**src/rtl/cam_sense_pkg.sv**
```systemverilog
`default_nettype none
// ============================================================================
// cam_sense_pkg : shared types, defaults and helpers for CAM match-line sensing
// Revision      : 1.0
// ============================================================================
package cam_sense_pkg;

  localparam int C_ROWS_DEF        = 16;
  localparam int C_SIG_W_DEF       = 8;
  localparam int C_EVAL_CYCLES_DEF = 2;
  localparam int C_MHIT_MAX_ROWS   = 256;

  typedef enum logic [2:0] {
    IDLE   = 3'd0,
    SAMP_A = 3'd1,
    EVAL   = 3'd2,
    SAMP_B = 3'd3,
    HOLD   = 3'd4
  } cam_ml_state_e;

  // Clearing the lowest set bit leaves something only if two or more were set.
  function automatic logic is_multi_hit(input logic [C_MHIT_MAX_ROWS-1:0] v);
    return (v & (v - C_MHIT_MAX_ROWS'(1))) != '0;
  endfunction

endpackage
`default_nettype wire

```
**src/rtl/cam_ml_sense_seq_if.sv**
```systemverilog
`default_nettype none
// ============================================================================
// cam_ml_sense_seq_if : search request / result handshake bundle
// Optional macro      : CAM_ML_ROW_MASK_EN adds row_mask
// Revision            : 1.0
// ============================================================================
interface cam_ml_sense_seq_if #(
  parameter int ROWS  = 16,
  parameter int SIG_W = 8
) ();
  localparam int IDX_W = $clog2(ROWS);

  logic                    start;
  logic                    abort;
  logic [SIG_W-1:0]        sa_ref;
  logic [ROWS*SIG_W-1:0]   sa_signal;
`ifdef CAM_ML_ROW_MASK_EN
  logic [ROWS-1:0]         row_mask;
`endif
  logic                    busy;
  logic                    out_valid;
  logic                    out_ready;
  logic [ROWS-1:0]         match_vec;
  logic [ROWS-1:0]         pc_fault_vec;
  logic                    hit;
  logic                    multi_hit;
  logic [IDX_W-1:0]        hit_idx;

  modport master (
`ifdef CAM_ML_ROW_MASK_EN
    output row_mask,
`endif
    output start, abort, sa_ref, sa_signal, out_ready,
    input  busy, out_valid, match_vec, pc_fault_vec, hit, multi_hit, hit_idx
  );

  modport slave (
`ifdef CAM_ML_ROW_MASK_EN
    input  row_mask,
`endif
    input  start, abort, sa_ref, sa_signal, out_ready,
    output busy, out_valid, match_vec, pc_fault_vec, hit, multi_hit, hit_idx
  );
endinterface
`default_nettype wire

```
**src/rtl/cam_prio_enc.sv**
```systemverilog
`default_nettype none
// ============================================================================
// cam_prio_enc : combinational lowest-index priority encoder with hit flag
// Revision     : 1.0
// ============================================================================
module cam_prio_enc #(
  parameter int ROWS  = 16,
  parameter int IDX_W = $clog2(ROWS)
) (
  input  wire logic [ROWS-1:0]  i_req,
  output logic                  o_hit,
  output logic [IDX_W-1:0]      o_idx
);

  // Scanning downward lets the lowest set row overwrite any higher one.
  always_comb begin
    o_hit = 1'b0;
    o_idx = '0;
    for (int i = ROWS - 1; i >= 0; i--) begin
      if (i_req[i]) begin
        o_hit = 1'b1;
        o_idx = IDX_W'(i);
      end
    end
  end

endmodule
`default_nettype wire

```
**src/rtl/cam_ml_sense_seq.sv**
```systemverilog
`default_nettype none
// ============================================================================
// cam_ml_sense_seq : dual-sample CAM match-line sense sequencer with result regs
// Optional macro   : CAM_ML_ROW_MASK_EN (per-search row mask)
// Revision         : 1.0
// ============================================================================
module cam_ml_sense_seq
  import cam_sense_pkg::*;
#(
  parameter int ROWS        = C_ROWS_DEF,
  parameter int SIG_W       = C_SIG_W_DEF,
  parameter int EVAL_CYCLES = C_EVAL_CYCLES_DEF
) (
  input  wire logic          clk,
  input  wire logic          rst_n,
  cam_ml_sense_seq_if.slave  bus
);
  localparam int IDX_W = $clog2(ROWS);
  localparam int CNT_W = $clog2(EVAL_CYCLES + 1);

  localparam logic [2:0] ST_IDLE   = IDLE;
  localparam logic [2:0] ST_SAMP_A = SAMP_A;
  localparam logic [2:0] ST_EVAL   = EVAL;
  localparam logic [2:0] ST_SAMP_B = SAMP_B;
  localparam logic [2:0] ST_HOLD   = HOLD;

  logic [2:0]        state_q, state_d;
  logic [SIG_W-1:0]  ref_q, ref_d;
  logic [ROWS-1:0]   a_q, a_d;
  logic [CNT_W-1:0]  cnt_q, cnt_d;
  logic              out_valid_q, out_valid_d;
  logic [ROWS-1:0]   match_q, match_d;
  logic [ROWS-1:0]   pcf_q, pcf_d;
  logic              hit_q, hit_d;
  logic              multi_q, multi_d;
  logic [IDX_W-1:0]  idx_q, idx_d;
`ifdef CAM_ML_ROW_MASK_EN
  logic [ROWS-1:0]   mask_q, mask_d;
`endif

  logic [ROWS-1:0]            w_sa_out;
  logic [ROWS-1:0]            w_active;
  logic [ROWS-1:0]            w_match_new;
  logic [ROWS-1:0]            w_pcf_new;
  logic [C_MHIT_MAX_ROWS-1:0] w_mh_ext;
  logic                       w_enc_hit;
  logic [IDX_W-1:0]           w_enc_idx;

  for (genvar gi = 0; gi < ROWS; gi++) begin : g_cmp
    assign w_sa_out[gi] = bus.sa_signal[gi*SIG_W +: SIG_W] > ref_q;
  end

`ifdef CAM_ML_ROW_MASK_EN
  assign w_active = ~mask_q;
`else
  assign w_active = '1;
`endif

  // Late sample is combined directly with the early one on the SAMP_B edge.
  assign w_match_new = a_q & w_sa_out & w_active;
  assign w_pcf_new   = ~a_q & w_active;

  always_comb begin
    w_mh_ext = '0;
    w_mh_ext[ROWS-1:0] = w_match_new;
  end

  cam_prio_enc #(.ROWS(ROWS), .IDX_W(IDX_W)) u_prio_enc (
    .i_req (w_match_new),
    .o_hit (w_enc_hit),
    .o_idx (w_enc_idx)
  );

  always_comb begin
    state_d     = state_q;
    ref_d       = ref_q;
    a_d         = a_q;
    cnt_d       = cnt_q;
    out_valid_d = out_valid_q;
    match_d     = match_q;
    pcf_d       = pcf_q;
    hit_d       = hit_q;
    multi_d     = multi_q;
    idx_d       = idx_q;
`ifdef CAM_ML_ROW_MASK_EN
    mask_d      = mask_q;
`endif
    if (bus.abort) begin
      state_d     = ST_IDLE;
      out_valid_d = 1'b0;
      match_d     = '0;
      pcf_d       = '0;
      hit_d       = 1'b0;
      multi_d     = 1'b0;
      idx_d       = '0;
    end else begin
      case (state_q)
        ST_IDLE: begin
          if (bus.start) begin
            ref_d   = bus.sa_ref;
`ifdef CAM_ML_ROW_MASK_EN
            mask_d  = bus.row_mask;
`endif
            state_d = ST_SAMP_A;
          end
        end
        ST_SAMP_A: begin
          a_d     = w_sa_out;
          cnt_d   = CNT_W'(EVAL_CYCLES - 1);
          state_d = ST_EVAL;
        end
        ST_EVAL: begin
          if (cnt_q == '0) state_d = ST_SAMP_B;
          else             cnt_d   = cnt_q - CNT_W'(1);
        end
        ST_SAMP_B: begin
          match_d     = w_match_new;
          pcf_d       = w_pcf_new;
          hit_d       = w_enc_hit;
          multi_d     = is_multi_hit(w_mh_ext);
          idx_d       = w_enc_idx;
          out_valid_d = 1'b1;
          state_d     = ST_HOLD;
        end
        ST_HOLD: begin
          if (bus.out_ready) begin
            out_valid_d = 1'b0;
            if (bus.start) begin
              ref_d   = bus.sa_ref;
`ifdef CAM_ML_ROW_MASK_EN
              mask_d  = bus.row_mask;
`endif
              state_d = ST_SAMP_A;
            end else begin
              state_d = ST_IDLE;
            end
          end
        end
        default: state_d = ST_IDLE;
      endcase
    end
  end

  always_ff @(posedge clk or negedge rst_n) begin
    if (!rst_n) begin
      state_q     <= ST_IDLE;
      ref_q       <= '0;
      a_q         <= '0;
      cnt_q       <= '0;
      out_valid_q <= 1'b0;
      match_q     <= '0;
      pcf_q       <= '0;
      hit_q       <= 1'b0;
      multi_q     <= 1'b0;
      idx_q       <= '0;
`ifdef CAM_ML_ROW_MASK_EN
      mask_q      <= '0;
`endif
    end else begin
      state_q     <= state_d;
      ref_q       <= ref_d;
      a_q         <= a_d;
      cnt_q       <= cnt_d;
      out_valid_q <= out_valid_d;
      match_q     <= match_d;
      pcf_q       <= pcf_d;
      hit_q       <= hit_d;
      multi_q     <= multi_d;
      idx_q       <= idx_d;
`ifdef CAM_ML_ROW_MASK_EN
      mask_q      <= mask_d;
`endif
    end
  end

  assign bus.busy         = (state_q != ST_IDLE);
  assign bus.out_valid    = out_valid_q;
  assign bus.match_vec    = match_q;
  assign bus.pc_fault_vec = pcf_q;
  assign bus.hit          = hit_q;
  assign bus.multi_hit    = multi_q;
  assign bus.hit_idx      = idx_q;

endmodule
`default_nettype wire

```
**src/flat_wrapper.sv**
```systemverilog
// flat-port wrapper written by rule: the top's interface ports become plain ports
module cam_ml_sense_seq_flat import cam_sense_pkg::*;
#(
  parameter int ROWS        = C_ROWS_DEF,
  parameter int SIG_W       = C_SIG_W_DEF,
  parameter int EVAL_CYCLES = C_EVAL_CYCLES_DEF
)
  (clk, rst_n, bus_start, bus_abort, bus_sa_ref, bus_sa_signal, bus_out_ready, bus_busy, bus_out_valid, bus_match_vec, bus_pc_fault_vec, bus_hit, bus_multi_hit, bus_hit_idx);
  cam_ml_sense_seq_if #(.ROWS(ROWS), .SIG_W(SIG_W)) bus_i ();
  input  wire logic clk;
  input  wire logic rst_n;
  input wire logic [$bits(bus_i.start)-1:0] bus_start;
  input wire logic [$bits(bus_i.abort)-1:0] bus_abort;
  input wire logic [$bits(bus_i.sa_ref)-1:0] bus_sa_ref;
  input wire logic [$bits(bus_i.sa_signal)-1:0] bus_sa_signal;
  input wire logic [$bits(bus_i.out_ready)-1:0] bus_out_ready;
  output wire logic [$bits(bus_i.busy)-1:0] bus_busy;
  output wire logic [$bits(bus_i.out_valid)-1:0] bus_out_valid;
  output wire logic [$bits(bus_i.match_vec)-1:0] bus_match_vec;
  output wire logic [$bits(bus_i.pc_fault_vec)-1:0] bus_pc_fault_vec;
  output wire logic [$bits(bus_i.hit)-1:0] bus_hit;
  output wire logic [$bits(bus_i.multi_hit)-1:0] bus_multi_hit;
  output wire logic [$bits(bus_i.hit_idx)-1:0] bus_hit_idx;
  assign bus_i.start = bus_start;
  assign bus_i.abort = bus_abort;
  assign bus_i.sa_ref = bus_sa_ref;
  assign bus_i.sa_signal = bus_sa_signal;
  assign bus_i.out_ready = bus_out_ready;
  assign bus_busy = bus_i.busy;
  assign bus_out_valid = bus_i.out_valid;
  assign bus_match_vec = bus_i.match_vec;
  assign bus_pc_fault_vec = bus_i.pc_fault_vec;
  assign bus_hit = bus_i.hit;
  assign bus_multi_hit = bus_i.multi_hit;
  assign bus_hit_idx = bus_i.hit_idx;
  cam_ml_sense_seq #(.ROWS(ROWS), .SIG_W(SIG_W), .EVAL_CYCLES(EVAL_CYCLES)) u_core (.clk(clk), .rst_n(rst_n), .bus(bus_i));
endmodule
```
**config.mk**
```make
export PLATFORM = sky130hd
export DESIGN_NAME = cam_ml_sense_seq_flat
export DESIGN_NICKNAME = d
export VERILOG_FILES = /design/src/rtl/cam_sense_pkg.sv /design/src/rtl/cam_ml_sense_seq_if.sv /design/src/rtl/cam_prio_enc.sv /design/src/rtl/cam_ml_sense_seq.sv /design/src/flat_wrapper.sv
export SDC_FILE = /design/constraint.sdc
export NUM_CORES = 1
export LEC_CHECK = 0
export BUFFER_PORTS_ARGS = -buffer_cell sky130_fd_sc_hd__buf_2
export CORE_MARGIN = 1.5
export CORE_UTILIZATION = 55
export DETAILED_ROUTE_END_ITERATION = 7
export HOLD_SLACK_MARGIN = 0.05
export PLACE_DENSITY = 0.89
export SYNTH_ARGS = -nofsm -noshare
export SYNTH_HDL_FRONTEND = slang
export SYNTH_SLANG_ARGS = --single-unit
```
**constraint.sdc**
```tcl
create_clock -name clk -period 4.3 [get_ports clk]
set_input_delay 0.86 -clock clk [delete_from_list [all_inputs] [get_ports clk]]
set_output_delay 0.86 -clock clk [all_outputs]
set_load 0.005 [all_outputs]
```
# [Word level (Yosys, flattened, before mapping)]
# Index checks and enable logic that the tools add are counted.
# Widths: inputs -> output; s select.
[word_totals] ff_bits=68 latch_bits=0 ramBits=0 mem_bits_ro=0 input_bits=141 elab_cells=110 memories=0
[classes] n_addsub=2 mul=0 div_mod_pow=0 magnitude_cmp=16 n_eq_ne=9 n_shift=0 mux=56 bitwise_logic=4 n_reduce_logical=13
[op_table] operator="$and 16x256->256" n=1
[op_table] operator="$reduce_bool 256->1" n=1
[op_table] operator="$gt 8x8->1" n=16
[op_table] operator="$mux 4" n=18
[op_table] operator="$mux 16" n=4
[op_table] operator="$mux 1" n=23
[op_table] operator="$sub 16x1->17 const B" n=1
[op_table] operator="$and 16x16->16" n=1
[op_table] operator="$mux 8" n=2
[op_table] operator="$not 16->16" n=1
[op_table] operator="$pmux 8 s2" n=1
[op_table] operator="$pmux 3 s5" n=1
[op_table] operator="$mux 3" n=4
[op_table] operator="$reduce_and 3->1" n=3
[op_table] operator="$eq 3x2->1 const B" n=2
[op_table] operator="$ne 3x3->1 const B" n=2
[op_table] operator="$reduce_bool 2->1" n=3
[op_table] operator="$reduce_bool 3->1" n=2
[op_table] operator="$ne 2x2->1 const B" n=2
[op_table] operator="$pmux 2 s2" n=1
[op_table] operator="$reduce_and 2->1" n=2
[op_table] operator="$eq 3x1->1 const B" n=1
[op_table] operator="$eq 3x3->1 const B" n=1
[op_table] operator="$logic_not 3->1" n=1
[op_table] operator="other kinds (6)" n=6

# [Logic depth before layout (Yosys ltp)]
[depth] word_depth=20 ltp_mapped=11 ltp_nobuf=11

# [Hierarchy]
# A second synthesis with hierarchy kept.
[unflattened] hier_cells=659 hier_area_um2=5903.2
[by_module_without_submodules] mod="cam_ml_sense_seq" n_inst=1 cells_per_inst=626 area_per_inst_um2=5724.2 seq_area_each_um2=1701.6
[by_module_without_submodules] mod="cam_prio_enc" n_inst=1 cells_per_inst=33 area_per_inst_um2=178.9 seq_area_each_um2=0.0

# [Worst setup path after synthesis]
# Ideal clock, no wire load.
[synth_timing] path_kind="input to register" startpoint="input port bus_sa_signal[119]" endpoint="register u_core.idx_q[1] (netlist: u_core.bus.hit_idx[1])" t_arrival_ns=2.669 t_required_ns=4.178 slack_ns=1.510 stages=10 cell_sequence="ha_1 -> and4_4 -> nand4_2 -> and3_4 -> a21oi_4 -> nand2_2 -> a211o_1 -> a21oi_1 -> o211ai_1 -> a32o_1"
[synth_via] elab_chain_len=19
[synth_lines] element="from (decl)" line="flat_wrapper.sv:15" source="input wire logic [$bits(bus_i.sa_signal)-1:0] bus_sa_signal;"
[synth_lines] element="$gt 8x8->1" line="cam_ml_sense_seq.sv:50" source="assign w_sa_out[gi] = bus.sa_signal[gi*SIG_W +: SIG_W] > ref_q;"
[synth_lines] element="$and 16x16->16" line="cam_ml_sense_seq.sv:60" source="assign w_match_new = a_q & w_sa_out & w_active;"
[synth_lines] element="$mux 4 (15 in a row)" line="cam_prio_enc.sv:20" source="if (i_req[i]) begin"
[synth_lines] element="$mux 4" line="cam_ml_sense_seq.sv:97" source="case (state_q)"
[synth_lines] element="$mux 4" line="cam_ml_sense_seq.sv:88" source="if (bus.abort) begin"
[synth_lines] element="to (signal assigned)" line="cam_ml_sense_seq.sv:169" source="idx_q <= idx_d;"
[synth_lines] element="to (decl)" line="cam_ml_sense_seq.sv:36" source="logic [IDX_W-1:0] idx_q, idx_d;"
# No other way between the ends. The select of a mux whose other input is x is not followed.
# A chain may end at the register's enable or synchronous reset.

# [Worst setup path after layout]
[layout_timing] startpoint="register u_core.ref_q[1]" endpoint="register u_core.multi_q (netlist: u_core.bus.multi_hit)"
[layout_via] elab_chain_len=7 elab_cells_between_ends=22
[layout_lines] element="from (decl)" line="cam_ml_sense_seq.sv:28" source="logic [SIG_W-1:0] ref_q, ref_d;"
[layout_lines] element="from (signal assigned)" line="cam_ml_sense_seq.sv:161" source="ref_q <= ref_d;"
[layout_lines] element="$gt 8x8->1" line="cam_ml_sense_seq.sv:50"
[layout_lines] element="$and 16x16->16 *" line="cam_ml_sense_seq.sv:60"
[layout_lines] element="$sub 16x1->17" line="cam_sense_pkg.sv:23" source="return (v & (v - C_MHIT_MAX_ROWS'(1))) != '0;"
[layout_lines] element="$and 16x256->256 *" line="cam_sense_pkg.sv:23"
[layout_lines] element="$reduce_bool 256->1 *" line="cam_sense_pkg.sv:23"
[layout_lines] element="$mux 1 *" line="cam_ml_sense_seq.sv:97"
[layout_lines] element="$mux 1 *" line="cam_ml_sense_seq.sv:88"
[layout_lines] element="to (signal assigned)" line="cam_ml_sense_seq.sv:168" source="multi_q <= multi_d;"
[layout_lines] element="to (decl)" line="cam_ml_sense_seq.sv:35" source="logic multi_q, multi_d;"
# Every way passes the cells marked *; elsewhere a longest branch is shown, timed or not. The select of a mux whose other input is x is not followed.

==> reports/qor.csv <==
stage,metric,value,unit
floorplanning,rows,37,
pwr,power_leakage,3.745,nW
cts,clk_path_buf_depth,2,
worst_setup_path,crit_required,4.52,ns
drt,ant_nets,0,
synthesis,yosysWarnings,0,
sta,timing_hold_violations_final,0,
cts,cts_tree,built,
floorplanning,coreArea,10320,sq um
worst_setup_path,startpoint,u_core.ref_q[1],
drt,routed-wl-met3,1.091,mm
synthesis,syn-cell-area,5828,sq um
worst_setup_path,crit_buf_inv,1,
worst_setup_path,crit_path_top_delay_cell,inv_1,
worst_setup_path,critPathTopFamily,compound AO/OA/AOI/OAI gates,
final_layout,drive_gt1_share,26.34,%
min_path,worst_hold_path_type,in -> async,
pwr,pwr-share-clk,20.6,%
global_routing,first_global_vias,5594,
cts,ctsHoldBuffers,0,
global_routing,grt_overflow_total,0,
worst_setup_path,crit_path_end_kind,register,
worst_setup_path,cp_cell_sequence,"inv_1, ha_1, nor2b_1, o21ai_1, a21boi_1, o211ai_2, nand4_1, nor3_2, maj3_1, a41o_1, o221ai_1",
final_layout,antenna_cells,0,
cts,htree_levels,3,
worst_setup_path,critical_path.max_stage_delay,0.59,ns
drt,wirelength,16.34,mm
synthesis,ys_seq_area_share,29.20,%
sta,timing.fmax,293.6,MHz
pwr,ir_drop,0.0002130,V
drt,drc,0,
synthesis,synth_cell_types,48,
worst_setup_path,r2r_setup_slack,0.89,ns
global_routing,grt_pass1_wl,26.63,mm
final_layout,multiInputGateArea,3968,sq um
worst_setup_path,reg2reg_depth,11,
job,maxCapViolCount,0,
pwr,p_switching,1.410,mW
sta,period_needed,3.406,ns
global_routing,antenna_found_initial,0,
worst_setup_path,arrival,3.63,ns
sta,relSlewSlack,22.65,%
sta,worstMarginPinSlew,1.157,ns
drt,wl_per_cell,16.76,um
worst_setup_path,crit_type,reg -> reg,
worst_setup_path,worst_r2r_startpoint,u_core.ref_q[1],
floorplanning,start_util,56.45,%
pwr,sequentialPowerShare,27.1,%
floorplanning,io_pins,181,
floorplanning,dieArea,11220,sq um
drt,m1WireLength,6.865,mm
synthesis,syn_inst,655,
placement,post-dp-hpwl,12.41,mm
drt,drt-pass1-iter-count,7,
cts,cts.sinks,68,
placement,gp_congestion,0.8785,
pwr,netSwitchingFraction,43.07,%
cts,cts_buffers,9,
sta,report.final.slew_viol_count,0,
worst_setup_path,critPathMaxFanout,16,
floorplanning,die_y,105.9,um
sta,fin_crit_sh,79.21,%
run_status,status,"finished, final reports clean",
synthesis,avgSynthCellArea,8.898,sq um
synthesis,async_flop_share,100.0,%
worst_setup_path,worstSetupStartpointType,register,
drt,drt_iter0_drc,318,
global_routing,grt.total_usage,30.23,%
global_routing,grt_max_degree,50,
sta,tns,0,ns
placement,numPortBuffers,180,
drt,vias,5654,
synthesis,synth_fp_nets,925,
pwr,intPower,1.864,mW
synthesis,ys.flop_type,dfrtp_1,
sta,skew,0.01197,ns
worst_setup_path,cp_num_cells,11,
cts,root_buffer,clkbuf_8,
drt,routed_via_density,5.799,
final_layout,area_delta_synth_final,22.20,%
cts,cts-resized-gates,0,
sta,rsz0062_at_grt,false,
final_layout,layout.nets,1104,
cts,clk_latency,0.35,ns
final_layout,ff_latch_area,1702,sq um
synthesis,ys_ff_latch,68,
worst_setup_path,crit_path_end,u_core.bus.multi_hit,
synthesis,synth_edf_count,0,
cts,cts_setup_buffers,0,
sta,setup_viol,0,
drt,highest_layer,met4,
floorplanning,die_w,105.9,um
final_layout,n_fill_cell,814,
cts,clk_pin_slew,0.08,ns
worst_setup_path,r2r_end,u_core.bus.multi_hit,
drt,wl_met2,7.888,mm
pwr,p_comb_share,52.3,%
pwr,p_per_area,459.7,nW/um^2
pwr,fin_total_pwr,3.274,mW
[Yosys cell counts, types with 2 or more instances]
library cell	instances	share of area [%]
nand2_1	91	5.9
dfrtp_1	68	29
nand3_1	9	0.77
or2_1	4	0.43
nand4b_1	2	0.30
a21boi_1	10	1.3
and2_1	17	1.8
clkbuf_1	11	0.71
nor3_1	4	0.34
buf_1	3	0.19
o211ai_2	4	0.86
ha_1	129	28
nor2b_1	17	1.8
a21boi_0	3	0.39
o211a_1	2	0.34
a211oi_1	2	0.26
o211ai_4	3	1.1
o21ai_1	16	1.4
o211ai_1	10	1.3
a21o_1	4	0.52
nor2_1	17	1.1
and4_1	3	0.45
o21ai_0	80	6.9
nand4_1	18	1.9
inv_1	29	1.9
and3_1	3	0.32
a41oi_1	2	0.30
a21oi_1	63	5.4
mux2_2	9	1.7
a22o_1	4	0.60
[cells by family (layout without fill, tap and decap cells)]
kind of cell	count (synthesis)	count (layout)	synth area share [%]
multiplexers	9	9	1.739
XOR/XNOR	1	1	0.1503
AND/OR/NAND/NOR	193	193	16.38
AO/OA/AOI/OAI	211	211	21.90
flip-flops	68	68	29.20
buffers and inverters	43	227	2.769
adder cells (fa/ha/maj)	130	130	27.87
[worst min-delay path by stage]
stage / endpoint / slack, ns
after CTS: u_core.ref_q[3] / 0.45
after global routing: u_core.ref_q[3] / 0.47
after detailed placement: u_core.bus.pc_fault_vec[13] / 0.47
final: u_core.bus.out_valid / 0.45
after floorplan: u_core.bus.pc_fault_vec[10] / 0.46
after global placement: u_core.bus.pc_fault_vec[12] / 0.46
[through the flow]
step                      utilization (%)  hold slack [ns]  area [sq um]  std cells  setup WS [ns]
after floorplan                         -           0.4612          5828        655          1.510
after global placement              66.49           0.4561          6864        959          1.130
after detailed placement            66.49           0.4653          6864        959          1.029
after CTS                           68.99           0.4514          7122        975         0.9610
after global routing                68.99           0.4673          7122        975         0.7082
final                               68.99           0.4544          7122        975         0.8940
[state kept, by name (all words and copies together), names as in the netlist]
name / cells
u_core.a_q: 16
u_core.bus.match_vec: 16
u_core.bus.pc_fault_vec: 16
u_core.ref_q: 8
u_core.bus.hit_idx: 4
u_core.state_q: 3
u_core.cnt_q: 2
u_core.bus.hit: 1
u_core.bus.multi_hit: 1
u_core.bus.out_valid: 1
[layer usage]
| metal | GRT usage, % | vias up |
|---|---|---|
| met1 | 38.69 | 2591 |
| met2 | 51.44 | 241 |
| met4 | 11.97 | 0 |
| li1 | - | 2777 |
| met3 | 4.476 | 45 |
| met5 | 0 | - |
[power groups by stage]
stage / combinational [mW] / sequential [mW] / clock (mW)
after floorplan: 1.22 / 0.863 / 0
after global placement: 1.59 / 0.889 / 0
after detailed placement: 1.67 / 0.897 / 0
after CTS: 1.69 / 0.884 / 0.683
after global routing: 1.94 / 0.906 / 0.715
final: 1.71 / 0.887 / 0.674
[layout by cell type (no fill, tap or decap), drive strengths merged, types with 3 or more instances in the layout]
cell    instances
buf           182
and4            4
and3            4
nor2b          17
or2             4
dfrtp          68
inv            30
nor3            5
ha            129
clkbuf         11
o211ai         17
a22o            4
a21oi          64
a21boi         13
a21o            4
o21ai          96
nand2          92
bufinv          3
nand3           9
mux2            9
and2           17
nand4          19
nor2           17
[layout make-up]
class                      instances  share of cell area (%)
timing repair buffer             182                   12.86
sequential                        68                   23.89
tap                              136                   2.389
inverter                          29                   1.528
multi-input combinational        544                   55.71
clock inverter                     5                   1.493
clock buffer                      11                   2.126
Note: power is estimated with default switching activity, not from simulation.
